==> src/rtl/modport_pkg.sv <==
// rtl/modport_pkg.sv - shared register map, response codes and helpers for modport_periph
package modport_pkg;

    localparam logic [5:0] REG_LED      = 6'h00;
    localparam logic [5:0] REG_SEG      = 6'h01;
    localparam logic [5:0] REG_IRQ_EN   = 6'h02;
    localparam logic [5:0] REG_IRQ_STAT = 6'h03;
    localparam logic [5:0] REG_ID       = 6'h04;

    localparam logic [31:0] ID_VALUE    = 32'hA11E_0001;

    localparam logic [1:0] RESP_OKAY    = 2'b00;
    localparam logic [1:0] RESP_SLVERR  = 2'b10;

    // Active-low segment pattern, bit order {g,f,e,d,c,b,a}
    function automatic logic [6:0] hex7(input logic [3:0] nib);
        logic [6:0] seg;
        case (nib)
            4'h0: seg = 7'b1000000;
            4'h1: seg = 7'b1111001;
            4'h2: seg = 7'b0100100;
            4'h3: seg = 7'b0110000;
            4'h4: seg = 7'b0011001;
            4'h5: seg = 7'b0010010;
            4'h6: seg = 7'b0000010;
            4'h7: seg = 7'b1111000;
            4'h8: seg = 7'b0000000;
            4'h9: seg = 7'b0010000;
            4'hA: seg = 7'b0001000;
            4'hB: seg = 7'b0000011;
            4'hC: seg = 7'b1000110;
            4'hD: seg = 7'b0100001;
            4'hE: seg = 7'b0000110;
            default: seg = 7'b0001110;
        endcase
        return seg;
    endfunction

    function automatic logic [31:0] apply_strb(input logic [31:0] old_val,
                                               input logic [31:0] new_val,
                                               input logic [3:0]  strb);
        logic [31:0] res;
        for (int i = 0; i < 4; i++) begin
            res[8*i +: 8] = strb[i] ? new_val[8*i +: 8] : old_val[8*i +: 8];
        end
        return res;
    endfunction

endpackage

==> src/rtl/modport_periph_seg7_mux.sv <==
// rtl/modport_periph_seg7_mux.sv - four-digit multiplexed seven-segment driver
module seg7_mux
    import modport_pkg::*;
#(
    parameter int DIGIT_CYCLES = 1000
) (
    input  logic        clk,
    input  logic        rst,
    input  logic [15:0] digits,
    output logic [3:0]  seg_anode,
    output logic [6:0]  seg_cathode
);

    localparam int CW = (DIGIT_CYCLES > 1) ? $clog2(DIGIT_CYCLES) : 1;
    localparam logic [CW-1:0] CNT_LAST = CW'(DIGIT_CYCLES - 1);

    logic [CW-1:0] cnt_q, cnt_d;
    logic [1:0]    sel_q, sel_d;
    logic [3:0]    nib;

    always_ff @(posedge clk) begin
        if (rst) begin
            cnt_q <= '0;
            sel_q <= 2'd0;
        end else begin
            cnt_q <= cnt_d;
            sel_q <= sel_d;
        end
    end

    always_comb begin
        cnt_d = cnt_q + 1'b1;
        sel_d = sel_q;
        if (cnt_q == CNT_LAST) begin
            cnt_d = '0;
            sel_d = sel_q + 2'd1;
        end
    end

    always_comb begin
        nib       = digits[3:0];
        seg_anode = 4'b1110;
        case (sel_q)
            2'd0: begin nib = digits[3:0];   seg_anode = 4'b1110; end
            2'd1: begin nib = digits[7:4];   seg_anode = 4'b1101; end
            2'd2: begin nib = digits[11:8];  seg_anode = 4'b1011; end
            default: begin nib = digits[15:12]; seg_anode = 4'b0111; end
        endcase
        seg_cathode = hex7(nib);
    end

endmodule

==> src/rtl/modport_periph.sv <==
// rtl/modport_periph.sv - AXI4-Lite slave with LED, seven-segment and edge interrupt registers
module modport_periph
    import modport_pkg::*;
#(
    parameter int ADDR_WIDTH   = 32,
    parameter int DATA_WIDTH   = 32,
    parameter int DIGIT_CYCLES = 1000
) (
    input  logic                    ACLK,
    input  logic                    ARESETn,
    input  logic [ADDR_WIDTH-1:0]   AWADDR,
    input  logic [2:0]              AWPROT,
    input  logic                    AWVALID,
    output logic                    AWREADY,
    input  logic [DATA_WIDTH-1:0]   WDATA,
    input  logic [DATA_WIDTH/8-1:0] WSTRB,
    input  logic                    WVALID,
    output logic                    WREADY,
    output logic [1:0]              BRESP,
    output logic                    BVALID,
    input  logic                    BREADY,
    input  logic [ADDR_WIDTH-1:0]   ARADDR,
    input  logic [2:0]              ARPROT,
    input  logic                    ARVALID,
    output logic                    ARREADY,
    output logic [DATA_WIDTH-1:0]   RDATA,
    output logic [1:0]              RRESP,
    output logic                    RVALID,
    input  logic                    RREADY,
    input  logic                    ext_irq_in,
    output logic [3:0]              leds,
    output logic [6:0]              seg_cathode,
    output logic [3:0]              seg_anode,
    output logic                    irq_out
);

    // ARESETn is an active-high synchronous reset despite its name
    logic rst;
    assign rst = ARESETn;

    logic        awready_q, awready_d;
    logic        bvalid_q, bvalid_d;
    logic [1:0]  bresp_q, bresp_d;
    logic        arready_q, arready_d;
    logic        rvalid_q, rvalid_d;
    logic [1:0]  rresp_q, rresp_d;
    logic [31:0] rdata_q, rdata_d;

    logic [3:0]  led_q, led_d;
    logic [15:0] seg_q, seg_d;
    logic        irq_en_q, irq_en_d;
    logic        irq_stat_q, irq_stat_d;
    logic        irq_out_q, irq_out_d;
    logic        sync1_q, sync2_q, sync3_q;

    logic [5:0]  wr_idx, rd_idx;
    logic        wr_mapped, rd_mapped;
    logic        wr_hs, rd_hs, irq_rise;
    logic [31:0] wr_cur, rd_val, wr_merged;

    logic unused_bits;
    assign unused_bits = ^{AWPROT, ARPROT, AWADDR[ADDR_WIDTH-1:8], AWADDR[1:0],
                           ARADDR[ADDR_WIDTH-1:8], ARADDR[1:0]};

    assign wr_idx    = AWADDR[7:2];
    assign rd_idx    = ARADDR[7:2];
    assign wr_mapped = (wr_idx <= REG_ID);
    assign rd_mapped = (rd_idx <= REG_ID);
    assign wr_hs     = awready_q && AWVALID && WVALID;
    assign rd_hs     = arready_q && ARVALID;
    assign irq_rise  = sync2_q && !sync3_q;

    function automatic logic [31:0] reg_value(input logic [5:0] idx,
                                              input logic [3:0] led_v,
                                              input logic [15:0] seg_v,
                                              input logic en_v,
                                              input logic stat_v);
        logic [31:0] v;
        case (idx)
            REG_LED:      v = {28'd0, led_v};
            REG_SEG:      v = {16'd0, seg_v};
            REG_IRQ_EN:   v = {31'd0, en_v};
            REG_IRQ_STAT: v = {31'd0, stat_v};
            REG_ID:       v = ID_VALUE;
            default:      v = 32'd0;
        endcase
        return v;
    endfunction

    always_comb begin
        wr_cur    = reg_value(wr_idx, led_q, seg_q, irq_en_q, irq_stat_q);
        rd_val    = reg_value(rd_idx, led_q, seg_q, irq_en_q, irq_stat_q);
        wr_merged = apply_strb(wr_cur, WDATA[31:0], WSTRB[3:0]);
    end

    // Write channel and register file
    always_comb begin
        awready_d  = AWVALID && WVALID && !bvalid_q && !awready_q;
        bvalid_d   = bvalid_q;
        bresp_d    = bresp_q;
        led_d      = led_q;
        seg_d      = seg_q;
        irq_en_d   = irq_en_q;
        irq_stat_d = irq_stat_q;
        if (bvalid_q && BREADY) begin
            bvalid_d = 1'b0;
        end
        if (wr_hs) begin
            bvalid_d = 1'b1;
            bresp_d  = wr_mapped ? RESP_OKAY : RESP_SLVERR;
            case (wr_idx)
                REG_LED:      led_d    = wr_merged[3:0];
                REG_SEG:      seg_d    = wr_merged[15:0];
                REG_IRQ_EN:   irq_en_d = wr_merged[0];
                REG_IRQ_STAT: if (WSTRB[0] && WDATA[0]) irq_stat_d = 1'b0;
                default: ;
            endcase
        end
        // A fresh edge outranks a simultaneous W1C clear
        if (irq_rise) begin
            irq_stat_d = 1'b1;
        end
        irq_out_d = irq_en_q && irq_stat_q;
    end

    // Read channel
    always_comb begin
        arready_d = ARVALID && !rvalid_q && !arready_q;
        rvalid_d  = rvalid_q;
        rresp_d   = rresp_q;
        rdata_d   = rdata_q;
        if (rvalid_q && RREADY) begin
            rvalid_d = 1'b0;
        end
        if (rd_hs) begin
            rvalid_d = 1'b1;
            rresp_d  = rd_mapped ? RESP_OKAY : RESP_SLVERR;
            rdata_d  = rd_mapped ? rd_val : 32'd0;
        end
    end

    always_ff @(posedge ACLK) begin
        if (rst) begin
            awready_q  <= 1'b0;
            bvalid_q   <= 1'b0;
            bresp_q    <= RESP_OKAY;
            arready_q  <= 1'b0;
            rvalid_q   <= 1'b0;
            rresp_q    <= RESP_OKAY;
            rdata_q    <= 32'd0;
            led_q      <= 4'd0;
            seg_q      <= 16'd0;
            irq_en_q   <= 1'b0;
            irq_stat_q <= 1'b0;
            irq_out_q  <= 1'b0;
            sync1_q    <= 1'b0;
            sync2_q    <= 1'b0;
            sync3_q    <= 1'b0;
        end else begin
            awready_q  <= awready_d;
            bvalid_q   <= bvalid_d;
            bresp_q    <= bresp_d;
            arready_q  <= arready_d;
            rvalid_q   <= rvalid_d;
            rresp_q    <= rresp_d;
            rdata_q    <= rdata_d;
            led_q      <= led_d;
            seg_q      <= seg_d;
            irq_en_q   <= irq_en_d;
            irq_stat_q <= irq_stat_d;
            irq_out_q  <= irq_out_d;
            sync1_q    <= ext_irq_in;
            sync2_q    <= sync1_q;
            sync3_q    <= sync2_q;
        end
    end

    assign AWREADY = awready_q;
    assign WREADY  = awready_q;
    assign BVALID  = bvalid_q;
    assign BRESP   = bresp_q;
    assign ARREADY = arready_q;
    assign RVALID  = rvalid_q;
    assign RRESP   = rresp_q;
    assign RDATA   = DATA_WIDTH'(rdata_q);
    assign leds    = led_q;
    assign irq_out = irq_out_q;

    seg7_mux #(.DIGIT_CYCLES(DIGIT_CYCLES)) u_seg7_mux (
        .clk         (ACLK),
        .rst         (rst),
        .digits      (seg_q),
        .seg_anode   (seg_anode),
        .seg_cathode (seg_cathode)
    );

endmodule

==> config.mk <==
export PLATFORM = sky130hd
export DESIGN_NAME = modport_periph
export DESIGN_NICKNAME = d
export VERILOG_FILES = /design/src/rtl/modport_pkg.sv /design/src/rtl/modport_periph_seg7_mux.sv /design/src/rtl/modport_periph.sv
export SDC_FILE = /design/constraint.sdc
export NUM_CORES = 1
export LEC_CHECK = 0
export BUFFER_PORTS_ARGS = -buffer_cell sky130_fd_sc_hd__buf_2
export CORE_MARGIN = 5
export CORE_UTILIZATION = 44
export DETAILED_ROUTE_END_ITERATION = 16
export PLACE_DENSITY = 0.88
export SYNTH_ARGS = -nofsm -noshare
export SYNTH_HDL_FRONTEND = slang
export SYNTH_SLANG_ARGS = --single-unit
export TNS_END_PERCENT = 5
==> constraint.sdc <==
create_clock -name ACLK -period 2.9 [get_ports ACLK]
set_clock_uncertainty 0.1 [all_clocks]
set_input_delay 0.58 -clock ACLK [delete_from_list [all_inputs] [get_ports ACLK]]
set_output_delay 0.58 -clock ACLK [all_outputs]
set_load 0.03 [all_outputs]
==> impl_summary.log, run 1 <==
[metrics] number of maximum-capacitance violations: 0
[metrics] core region area: roughly 6800 µm²
[metrics] Total Die Area: 8670 µm²
[metrics] count of warnings emitted by yosys: 0
[metrics] largest area contributor in the netlist: sky130_fd_sc_hd__dfxtp_1
[metrics] number of antenna cells inserted: 0
[metrics] CP most frequent cell: sky130_fd_sc_hd__ha_4
[metrics] root buffer selected by CTS: sky130_fd_sc_hd__clkbuf_8
[metrics] cells taking the most area after synthesis: sky130_fd_sc_hd__dfxtp_1 40%, sky130_fd_sc_hd__buf_4 4.7%, sky130_fd_sc_hd__ha_1 4.5%, sky130_fd_sc_hd__nor2_1 4.3%, sky130_fd_sc_hd__a21oi_1 4.3%
[metrics] Worst Setup Path Type: reg -> out
[metrics] # IOs: between 150 and 200
[metrics] clk slew on worst S/H paths: about 60 ps
[metrics] Setup crit end kind: output pin
[metrics] max-slew headroom at the worst pin: 55.7%
[metrics] Critical Path RT: between 2000 and 2500 ps
[metrics] number of levels the H-tree was split into: 3
[metrics] Port Buffer Count: 83
[metrics] highest clock rate: approximately 340 MHz
[metrics] final net count: between 500 and 600
[metrics] worst vdd rail ir drop: ~0.22 mV
[metrics] clock sink count: 61
[metrics] count of state elements after synthesis: between 60 and 70
[metrics] portion of total power attributed to the clock network: between 40% and 50%
[metrics] most common library cell in the layout ignoring fill and taps: sky130_fd_sc_hd__buf_2
[metrics] delay of the slowest cell on the worst path: ~360 ps
[metrics] global-route wire length before repair: around 13000 µm
[metrics] total power after layout: ~1.9 mW
[metrics] number of DRC markers after the initial detailed-route iteration: 180
[metrics] min cycle time layout: ~3000 ps
[metrics] number of antenna violations at the first check in global routing: 0
[metrics] Global Route Usage Sum: between 10% and 20%
[metrics] critical path's top delay family: compound AO/OA/AOI/OAI gates
[metrics] clk_lat worst skew: approximately 340 ps
[metrics] post-synthesis async set-or-reset flop share: 0%
[metrics] result of the run: finished with violations
[metrics] CP Depth: 9
[metrics] leakage power: 1.63 nW
[metrics] number of pins exceeding their max-slew limit in the final report: 0
[metrics] Switching Share: a little over a fifth
[metrics] power spent charging and discharging nets: between 400 and 500 µW
[metrics] remaining design rule violation count: 0
[metrics] startpoint type of the worst setup path: register
[metrics] length of the first detailed-routing pass in iterations: 5
[metrics] count of fill cells added during filler insertion: just under 600
[metrics] total count of hold-check failures in the final report: 0
[metrics] setup repair after global routing missed its margin: yes
[metrics] post-synthesis instance area: ~3000 µm²
[metrics] number of buffer and inverter stages on the critical path: 3
[metrics] last weighted congestion value of the routability-driven placer: between 0.8 and 0.9
[metrics] clock tree from TritonCTS: built
[metrics] Routed Antenna Nets: 0
[metrics] number of failing setup endpoints in the final timing report: 1
[metrics] post-detailed-placement cell area: ~3500 µm²
[metrics] number of enable flip-flop cells after synthesis: 0
[metrics] cell count after synthesis: 347
[metrics] total via count after detailed routing: about 2900
[metrics] critical-path maximum fanout: 5
[metrics] estimated wirelength of the detail-placed design: roughly 5900 µm
[metrics] post-layout instance area: ~3900 µm²
[metrics] commonest cells after routing, fill and taps aside: 76 x sky130_fd_sc_hd__buf_2, 59 x sky130_fd_sc_hd__dfxtp_1, 35 x sky130_fd_sc_hd__nor2_1
[metrics] Inserted Clock Buffers: 9
[metrics] proportion of layout cells with a drive suffix above 1: between 30 and 40%
[metrics] sequential-to-total area share from yosys stat: 40.2%
[metrics] final worst-path setup slack: -59.4 ps
[metrics] Die W: a little over 90 µm
[metrics] WL/cell: 15.5 µm
[metrics] Initial Util: about 45%
[metrics] r2r worst-path depth: 5
[metrics] cell depth of the worst min-delay path: 2
[metrics] sequential share of power: 44.9%
[metrics] Synth top area share: about two fifths
[metrics] DIE HEIGHT: between 90 and 100 µm
[metrics] cell-by-cell listing of the critical path: inv_4 -> ha_4 -> a222oi_1 -> mux2_4 -> inv_2 -> ha_4 -> and3_1 -> a211o_1 -> buf_6
[metrics] via count of the first global-routing pass: ~2700
[metrics] final clock period utilization by the worst path: 102%
[metrics] mean number of vias per cell: 5.50
[metrics] floorplan row count: 30
[metrics] combinational power share: ~6.9%
[metrics] Synth cell types: 48
[metrics] total overflow reported by the global router: 0
[metrics] largest net degree at the start of global routing: 40
[metrics] violations in the final reports: setup timing
[metrics] post-synthesis average cell area: roughly 8.8 µm²
[metrics] worst slew pin tran: between 600 and 700 ps
[metrics] Internal Dissipation: between 1 and 1.5 mW
[metrics] most used flip-flop cell after synthesis: sky130_fd_sc_hd__dfxtp_1
[metrics] type of the most critical hold path: in -> reg
[metrics] arrival time at the worst endpoint: 2280 ps
[metrics] ratio of total power to cell area: 486 nW/µm²
[metrics] overall routed net length: 8040 µm
[metrics] layout-stage area growth over the synthesis result: 28.7%
[metrics] CTS Buffer Depth: 2
[metrics] Critical Path Slowest Stage Cell: sky130_fd_sc_hd__dfxtp_2
stage by stage:
step | TNS, ps | hold WS, ps | instances | util (%) | setup slack, ps
after floorplan | 0 | 314 | 357 | - | 19.6
after global placement | 0 | 321 | 496 | 51.1 | 164
after detailed placement | 0 | 342 | 496 | 51.1 | 76.5
after CTS | -30.1 | 328 | 517 | 57.2 | -26.4
after global routing | -930 | 337 | 519 | 57.9 | -177
final | -59.4 | 345 | 519 | 57.9 | -59.4
logic make-up after synthesis:
family	Yosys count	synth area share, %
compound gates	74	16.9
xor+xnor	10	2.88
fa+ha+maj	11	4.53
buf+inv	54	9.39
flops	61	40.2
mux	11	3.75
other cells	1	0.123
simple gates	125	22.2
final cells by class:
cell class | instances | area, µm² | area share (%)
Clock buffer | 12 | 145 | 3.71
Tap cell | 80 | 100 | 2.56
Clock inverter | 4 | 95.1 | 2.43
Inverter | 21 | 83.8 | 2.14
Timing Repair Buffer | 99 | 572 | 14.6
Sequential cell | 61 | 1230 | 31.4
Multi-Input combinational cell | 242 | 1690 | 43.2
power by group through the flow:
stage	clock [mW]	combinational (mW)	sequential [mW]
after global routing	0.976	0.142	0.854
after global placement	0	0.125	0.873
after floorplan	0	0.0839	0.879
after detailed placement	0	0.129	0.873
after CTS	0.933	0.130	0.853
final	0.917	0.130	0.853
cells in the mapped netlist (8+ instances only):
library cell / n
sky130_fd_sc_hd__dfxtp_1: 61
sky130_fd_sc_hd__nor2_1: 35
sky130_fd_sc_hd__a21oi_1: 26
sky130_fd_sc_hd__nand2_1: 24
sky130_fd_sc_hd__inv_1: 21
sky130_fd_sc_hd__buf_4: 19
sky130_fd_sc_hd__nand3_1: 19
sky130_fd_sc_hd__a22oi_1: 15
sky130_fd_sc_hd__ha_1: 11
sky130_fd_sc_hd__mux2i_1: 8
sky130_fd_sc_hd__xnor2_1: 8
registers in the layout (all words and copies together) (netlist names):
name	cells
RDATA	17
seg_q	16
u_seg7_mux.cnt_q	10
leds	4
u_seg7_mux.sel_q	2
ARREADY	1
AWREADY	1
BRESP	1
BVALID	1
RRESP	1
RVALID	1
irq_en_q	1
irq_out	1
irq_stat_q	1
sync1_q	1
sync2_q	1
sync3_q	1
worst reg2reg max path: cells and delay by family, from the launching register on:
kind / cells / cell delay (ps)
simple gates: 4 / 1050
flops: 1 / 350
fa+ha+maj: 1 / 220
metal layers:
layer	global-route usage [%]	vias to the layer above	routed length [µm]
met3	5.63	20	698
met5	0	-	0
li1	-	1376	-
met4	8.67	0	242
met1	22.4	1325	3170
met2	31.3	133	3930
what timing repair did:
item	4_1_cts	5_1_grt
resized for setup	35	10
pin swaps	5	6
setup endpoints to repair	7	7
setup buffers	5	2
hold buffers	0	0
final timing paths:
check                           slack, ps             endpoint           startpoint
worst max register to register       1060  u_seg7_mux.cnt_q[5]  u_seg7_mux.cnt_q[0]
worst min register to register        350              AWREADY               BVALID
worst min-delay path                  350              sync1_q           ext_irq_in
worst max-delay path                  -60       seg_cathode[0]  u_seg7_mux.sel_q[0]
No activity file was read; power rests on OpenSTA's default activity.
==> run 2: changes to the inputs <==
--- a/config.mk
+++ b/config.mk
@@ -7,9 +7,9 @@
 export LEC_CHECK = 0
 export BUFFER_PORTS_ARGS = -buffer_cell sky130_fd_sc_hd__buf_2
 export CORE_MARGIN = 5
-export CORE_UTILIZATION = 44
+export CORE_UTILIZATION = 25
 export DETAILED_ROUTE_END_ITERATION = 16
-export PLACE_DENSITY = 0.88
+export PLACE_DENSITY = 0.58
 export SYNTH_ARGS = -nofsm -noshare
 export SYNTH_HDL_FRONTEND = slang
 export SYNTH_SLANG_ARGS = --single-unit
==> run 2 against run 1 <==
  * The flow still finishes with violations (setup timing)
  * Total power grew 7.8%
  * Final cell count grew 13%
  * Combinational power is essentially flat
  * Cell area grew 2.0%
  * Die area grew 67%
  * Flip-flop and latch count is the same
  * Largest cell class unchanged
  * Largest power group unchanged
==> impl_summary.log, run 2 (synthesized netlist as in run 1, its figures left out) <==
[metrics] result of the run: finished with violations
[metrics] violations in the final reports: setup timing
[metrics] highest clock rate: roughly 340 MHz
[metrics] clk_lat worst skew: ~320 ps
[metrics] # IOs: roughly 170
[metrics] number of failing setup endpoints in the final timing report: 3
[metrics] post-layout utilization of the core: between 30% and 40%
[metrics] length of the first detailed-routing pass in iterations: 5
[metrics] number of antenna cells inserted: 0
[metrics] total via count after detailed routing: approximately 2700
[metrics] clk slew on worst S/H paths: 50 ps
[metrics] Worst Setup Path Type: reg -> out
[metrics] number of antenna violations at the first check in global routing: 0
[metrics] total count of hold-check failures in the final report: 0
[metrics] cell-by-cell listing of the critical path: inv_4 -> ha_4 -> a222oi_1 -> a21oi_2 -> buf_4 -> and3_4 -> a211o_1 -> buf_6
[metrics] largest net degree at the start of global routing: 30
[metrics] count of fill cells added during filler insertion: ~1300
[metrics] number of buffer and inverter stages on the critical path: 3
[metrics] startpoint type of the worst setup path: register
[metrics] critical path's top delay family: compound AO/OA/AOI/OAI gates
[metrics] critical-path maximum fanout: 6
[metrics] overall routed net length: between 8000 and 9000 µm
[metrics] via count of the first global-routing pass: 2715
[metrics] remaining design rule violation count: 0
[metrics] Critical Path RT: 2220 ps
[metrics] CTS Buffer Depth: 2
[metrics] layout-stage area growth over the synthesis result: 31.2%
[metrics] WL/cell: 14.4 µm
[metrics] proportion of layout cells with a drive suffix above 1: 32.9%
[metrics] type of the most critical hold path: reg -> reg
[metrics] global-route wire length before repair: about 14000 µm
[metrics] min cycle time layout: between 2000 and 3000 ps
[metrics] final net count: ~560
[metrics] worst vdd rail ir drop: around 0.36 mV
[metrics] number of pins exceeding their max-slew limit in the final report: 0
[metrics] leakage power: 1.64 nW
[metrics] final worst-path setup slack: -53.8 ps
[metrics] max-slew headroom at the worst pin: 59.6%
[metrics] final clock period utilization by the worst path: 102%
[metrics] number of levels the H-tree was split into: 3
[metrics] commonest cells after routing, fill and taps aside: 79 x sky130_fd_sc_hd__buf_2, 59 x sky130_fd_sc_hd__dfxtp_1, 35 x sky130_fd_sc_hd__nor2_1
[metrics] estimated wirelength of the detail-placed design: 6410 µm
[metrics] number of maximum-capacitance violations: 0
[metrics] area taken by flip-flops and latches: ~1200 µm²
[metrics] clock tree from TritonCTS: built
[metrics] Routed Antenna Nets: 0
[metrics] setup repair after global routing missed its margin: yes
[metrics] delay of the slowest cell on the worst path: approximately 430 ps
[metrics] Total Die Area: 14500 µm²
[metrics] Setup crit end kind: output pin
[metrics] clock sink count: 61
[metrics] area taken by multi-input logic gates: 1650 µm²
[metrics] worst slew pin tran: roughly 600 ps
[metrics] Inserted Clock Buffers: 9
[metrics] ratio of total power to cell area: about 500 nW/µm²
[metrics] DIE HEIGHT: ~120 µm
[metrics] most common library cell in the layout ignoring fill and taps: sky130_fd_sc_hd__buf_2
[metrics] total overflow reported by the global router: 0
[metrics] mean number of vias per cell: ~4.7
[metrics] arrival time at the worst endpoint: roughly 2300 ps
[metrics] floorplan row count: 40
[metrics] Die W: roughly 120 µm
[metrics] Initial Util: roughly a quarter
[metrics] total power after layout: 2.05 mW
[metrics] Critical Path Slowest Stage Cell: sky130_fd_sc_hd__a222oi_1
[metrics] flip-flop count of the largest register after layout: 17
[metrics] last weighted congestion value of the routability-driven placer: a little under 0.8
[metrics] root buffer selected by CTS: sky130_fd_sc_hd__clkbuf_16
[metrics] number of DRC markers after the initial detailed-route iteration: ~230
[metrics] Port Buffer Count: 83
[metrics] Global Route Usage Sum: 11.7%
[metrics] core region area: approximately 12000 µm²
[metrics] Hold Buf Count CTS: 0
[run 2: changes by cell type in the layout (fill, tap and decap cells not counted), moves of 2 or more]
cell / previous run / this run
sky130_fd_sc_hd__clkbuf_16: 0 / 9
sky130_fd_sc_hd__clkbuf_8: 10 / 2
sky130_fd_sc_hd__buf_2: 76 / 79
sky130_fd_sc_hd__buf_6: 5 / 2
sky130_fd_sc_hd__bufinv_16: 3 / 1
sky130_fd_sc_hd__o22ai_1: 1 / 3
sky130_fd_sc_hd__o22ai_2: 2 / 0
[run 2: per-layer routing]
metal | wire, µm | GRT usage [%]
met1 | 3610 | 13.9
met2 | 4250 | 20.5
met3 | 533 | 3.84
met4 | 48 | 2.97
met5 | 0 | 0
[run 2: power by group]
part | internal, mW | switching [mW]
combinational | 0.0425 | 0.0878
sequential | 0.848 | 0.00691
clock | 0.708 | 0.356
[run 2: worst paths after layout]
path | from | end | slack [ps] | cells past startpoint
hold reg to reg | sync1_q | sync2_q | 340 | 1
setup / recovery | u_seg7_mux.sel_q[1] | seg_cathode[0] | -50 | 8
setup reg to reg | u_seg7_mux.cnt_q[0] | u_seg7_mux.cnt_q[0] | 1130 | 5
hold / removal | sync1_q | sync2_q | 340 | 1
[run 2: what timing repair did]
action / 4_1_cts / 5_1_grt
gates resized for setup: 24 / 6
setup endpoints to repair: 7 / 7
setup buffers: 5 / 0
pin swaps: 6 / 0
[run 2: worst register-to-register path, cell delays in order, from the launching register on]
cell                      delay [ps]
sky130_fd_sc_hd__dfxtp_1         350
sky130_fd_sc_hd__ha_1            210
sky130_fd_sc_hd__nand2_1         110
sky130_fd_sc_hd__nor4_1          530
sky130_fd_sc_hd__or2_2           300
sky130_fd_sc_hd__nor2_1           60
[run 2: through the flow]
step	area (µm²)	cells	TNS, ps	setup slack (ps)	hold WS, ps
after floorplan	3080	357	0	19.6	314
after global placement	3550	565	0	106	326
after detailed placement	3550	565	0	27.1	329
after CTS	3980	585	-66.7	-38.4	349
after global routing	3990	585	-702	-157	361
final	3990	585	-104	-53.8	343
[run 2: cell type report]
cell class / instances / share of cell area (%)
clock buffers: 14 / 6.62
well taps: 147 / 4.61
flip-flops and latches: 61 / 30.7
inverters: 21 / 2.04
multi-input cells: 242 / 41.4
clock inverters: 1 / 0.753
repair buffers: 99 / 13.9
==> run 3: changes to the inputs <==
--- a/config.mk
+++ b/config.mk
@@ -8,6 +8,7 @@
 export BUFFER_PORTS_ARGS = -buffer_cell sky130_fd_sc_hd__buf_2
 export CORE_MARGIN = 5
 export CORE_UTILIZATION = 25
+export CTS_CLUSTER_SIZE = 12
 export DETAILED_ROUTE_END_ITERATION = 16
 export PLACE_DENSITY = 0.58
 export SYNTH_ARGS = -nofsm -noshare
==> constraint.sdc (replaced) <==
create_clock -name ACLK -period 3.5 [get_ports ACLK]
set_clock_uncertainty 0.1 [all_clocks]
set_input_delay 0.7 -clock ACLK [delete_from_list [all_inputs] [get_ports ACLK]]
set_output_delay 0.7 -clock ACLK [all_outputs]
set_load 0.03 [all_outputs]
==> run 3 against run 2 <==
  * Critical endpoint unchanged
  * Worst hold slack better by 4.9 ps
  * Combinational power is 17% lower
  * Critical path type unchanged
  * Die area stayed put
  * Critical path depth is 1 higher
  * Clock power is 19% lower
  * The flow now finishes without violations
  * Global-route usage is 0.14 points lower
  * Via count is 1.5% lower
  * Setup slack better by 150 ps
  * Cell area is 4.4% lower
  * First-iteration DRC count is 28% lower
  * Final cell count is 1.7% lower
  * Count of clock-buffer cells in the layout is 2 lower
  * Highest routed layer unchanged
==> impl_summary.log, run 3 (synthesized netlist as in run 1, its figures left out) <==
[metrics] result of the run: complete, no violations
[metrics] last weighted congestion value of the routability-driven placer: between 0.7 and 0.8
[metrics] total overflow reported by the global router: 0
[metrics] final-layout setup total negative slack: 0 ps
[metrics] number of buffer and inverter stages on the critical path: 3
[metrics] arrival time at the worst endpoint: between 2000 and 3000 ps
[metrics] Global Route Usage Sum: a little under an eighth
[metrics] grt met1 use: between 10 and 15%
[metrics] Inserted Clock Buffers: 9
[metrics] startpoint type of the worst setup path: register
[metrics] total power after layout: about 1.7 mW
[metrics] remaining design rule violation count: 0
[metrics] type of the most critical hold path: reg -> reg
[metrics] clk slew on worst S/H paths: 50 ps
[metrics] max-slew headroom at the worst pin: 48.2%
[metrics] critical path's top delay family: compound AO/OA/AOI/OAI gates
[metrics] min cycle time layout: 3400 ps
[metrics] met2 Resource Use GR: between 10% and 20%
[metrics] setup repair after global routing missed its margin: yes
[metrics] Setup crit end kind: output pin
[metrics] number of levels the H-tree was split into: 3
[metrics] DIE HEIGHT: between 100 and 150 µm
[metrics] Critical Path Slowest Stage Cell: sky130_fd_sc_hd__a222oi_1
[metrics] ratio of total power to cell area: roughly 440 nW/µm²
[metrics] final net count: 548
[metrics] proportion of layout cells with a drive suffix above 1: roughly 29%
[metrics] worst vdd rail ir drop: 0.258 mV
[metrics] largest net degree at the start of global routing: 42
[metrics] highest clock rate: ~290 MHz
[metrics] number of antenna violations at the first check in global routing: 0
[metrics] met3 Usage GRT: under 10%
[metrics] # IOs: 171
[metrics] cell depth of the worst min-delay path: 1
[metrics] cell-by-cell listing of the critical path: inv_1 -> ha_1 -> a222oi_1 -> mux2_4 -> inv_1 -> ha_1 -> and3_1 -> a211o_1 -> buf_2
[metrics] Critical Path RT: 2700 ps
[metrics] number of antenna cells inserted: 0
[metrics] mean number of vias per cell: around 4.7
[metrics] CP Depth: 9
[metrics] floorplan row count: 40
[metrics] layout-stage area growth over the synthesis result: 25.4%
[metrics] commonest cells after routing, fill and taps aside: 83 x sky130_fd_sc_hd__buf_2, 61 x sky130_fd_sc_hd__dfxtp_1, 35 x sky130_fd_sc_hd__nor2_1
[metrics] core region area: 12000 µm²
[metrics] Die W: between 100 and 150 µm
[metrics] number of maximum-capacitance violations: 0
[metrics] post-layout utilization of the core: between 30% and 40%
[metrics] flip-flop count of the largest register after layout: 17
[metrics] total count of hold-check failures in the final report: 0
[metrics] Routed Antenna Nets: 0
[metrics] r2r worst-path depth: 5
[metrics] final clock period utilization by the worst path: between 90% and 100%
[metrics] clock sink count: 61
[metrics] post-detailed-placement cell area: 3510 µm²
[metrics] number of pins exceeding their max-slew limit in the final report: 0
[metrics] clk_lat worst skew: between 300 and 400 ps
[metrics] clock tree from TritonCTS: built
[metrics] root buffer selected by CTS: sky130_fd_sc_hd__clkbuf_16
[metrics] delay of the slowest cell on the worst path: 420 ps
[metrics] Initial Util: 25.4%
[metrics] Port Buffer Count: 83
[metrics] total via count after detailed routing: 2695
[metrics] number of failing setup endpoints in the final timing report: 0
[metrics] overall routed net length: 8250 µm
[metrics] critical-path maximum fanout: 6
[metrics] Worst Setup Path Type: reg -> out
[metrics] worst slew pin tran: between 700 and 800 ps
[metrics] via count of the first global-routing pass: 2580
[metrics] number of DRC markers after the initial detailed-route iteration: ~170
[metrics] global-route wire length before repair: between 10000 and 15000 µm
[metrics] Total Die Area: around 14000 µm²
[metrics] WL/cell: 14.3 µm
[metrics] most congested layer reported by global routing: met2
[metrics] leakage power: about 1.6 nW
[metrics] most common library cell in the layout ignoring fill and taps: sky130_fd_sc_hd__buf_2
[metrics] estimated wirelength of the detail-placed design: around 6400 µm
[metrics] post-layout instance area: about 3800 µm²
[metrics] length of the first detailed-routing pass in iterations: 5
[metrics] CTS Buffer Depth: 2
==> run 3: timing repair <==
item                                    in CTS  in global routing
buffers inserted                             0                  0
resized for setup                            0                  3
hold buffers                                 0                  0
endpoints found under the setup margin       0                  7
endpoints found under the hold margin        0                  0
==> run 3: final cells by class <==
| cell class | count | area [µm²] |
|---|---|---|
| well taps | 147 | 184 |
| flip-flops and latches | 61 | 1220 |
| multi-input cells | 242 | 1580 |
| repair buffers | 88 | 453 |
| fillers | 1243 | 8150 |
| inverters | 21 | 78.8 |
| clock inverters | 4 | 47.5 |
| clock buffers | 12 | 246 |
==> run 3: layer usage <==
layer | vias to the layer above | routed length [µm]
met5 | - | 0
met4 | 0 | 135
met3 | 11 | 571
met2 | 73 | 3920
met1 | 1255 | 3620
li1 | 1356 | -
==> run 3: per-stage QoR <==
step | hold WS, ps | instances | setup WS [ps]
2_1_floorplan | 314 | 357 | 391
3_3_place_gp | 325 | 559 | 473
3_5_place_dp | 332 | 559 | 398
4_1_cts | 348 | 575 | 47.5
5_1_grt | 372 | 575 | -59.4
6_report | 348 | 575 | 99.7
==> run 3: where the power goes <==
part	switching (mW)	leakage (nW)	internal [mW]
logic	0.0733	0.953	0.0348
clock network	0.293	0.143	0.567
registers	0.00587	0.493	0.704
total	0.372	1.59	1.31
==> run 3: path summary, 6_finish.rpt <==
path	startpoint	end	slack, ps
min reg2reg	BVALID	AWREADY	350
max	u_seg7_mux.sel_q[0]	seg_cathode[0]	100
min	BVALID	AWREADY	350
max reg2reg	AWREADY	seg_q[2]	1660
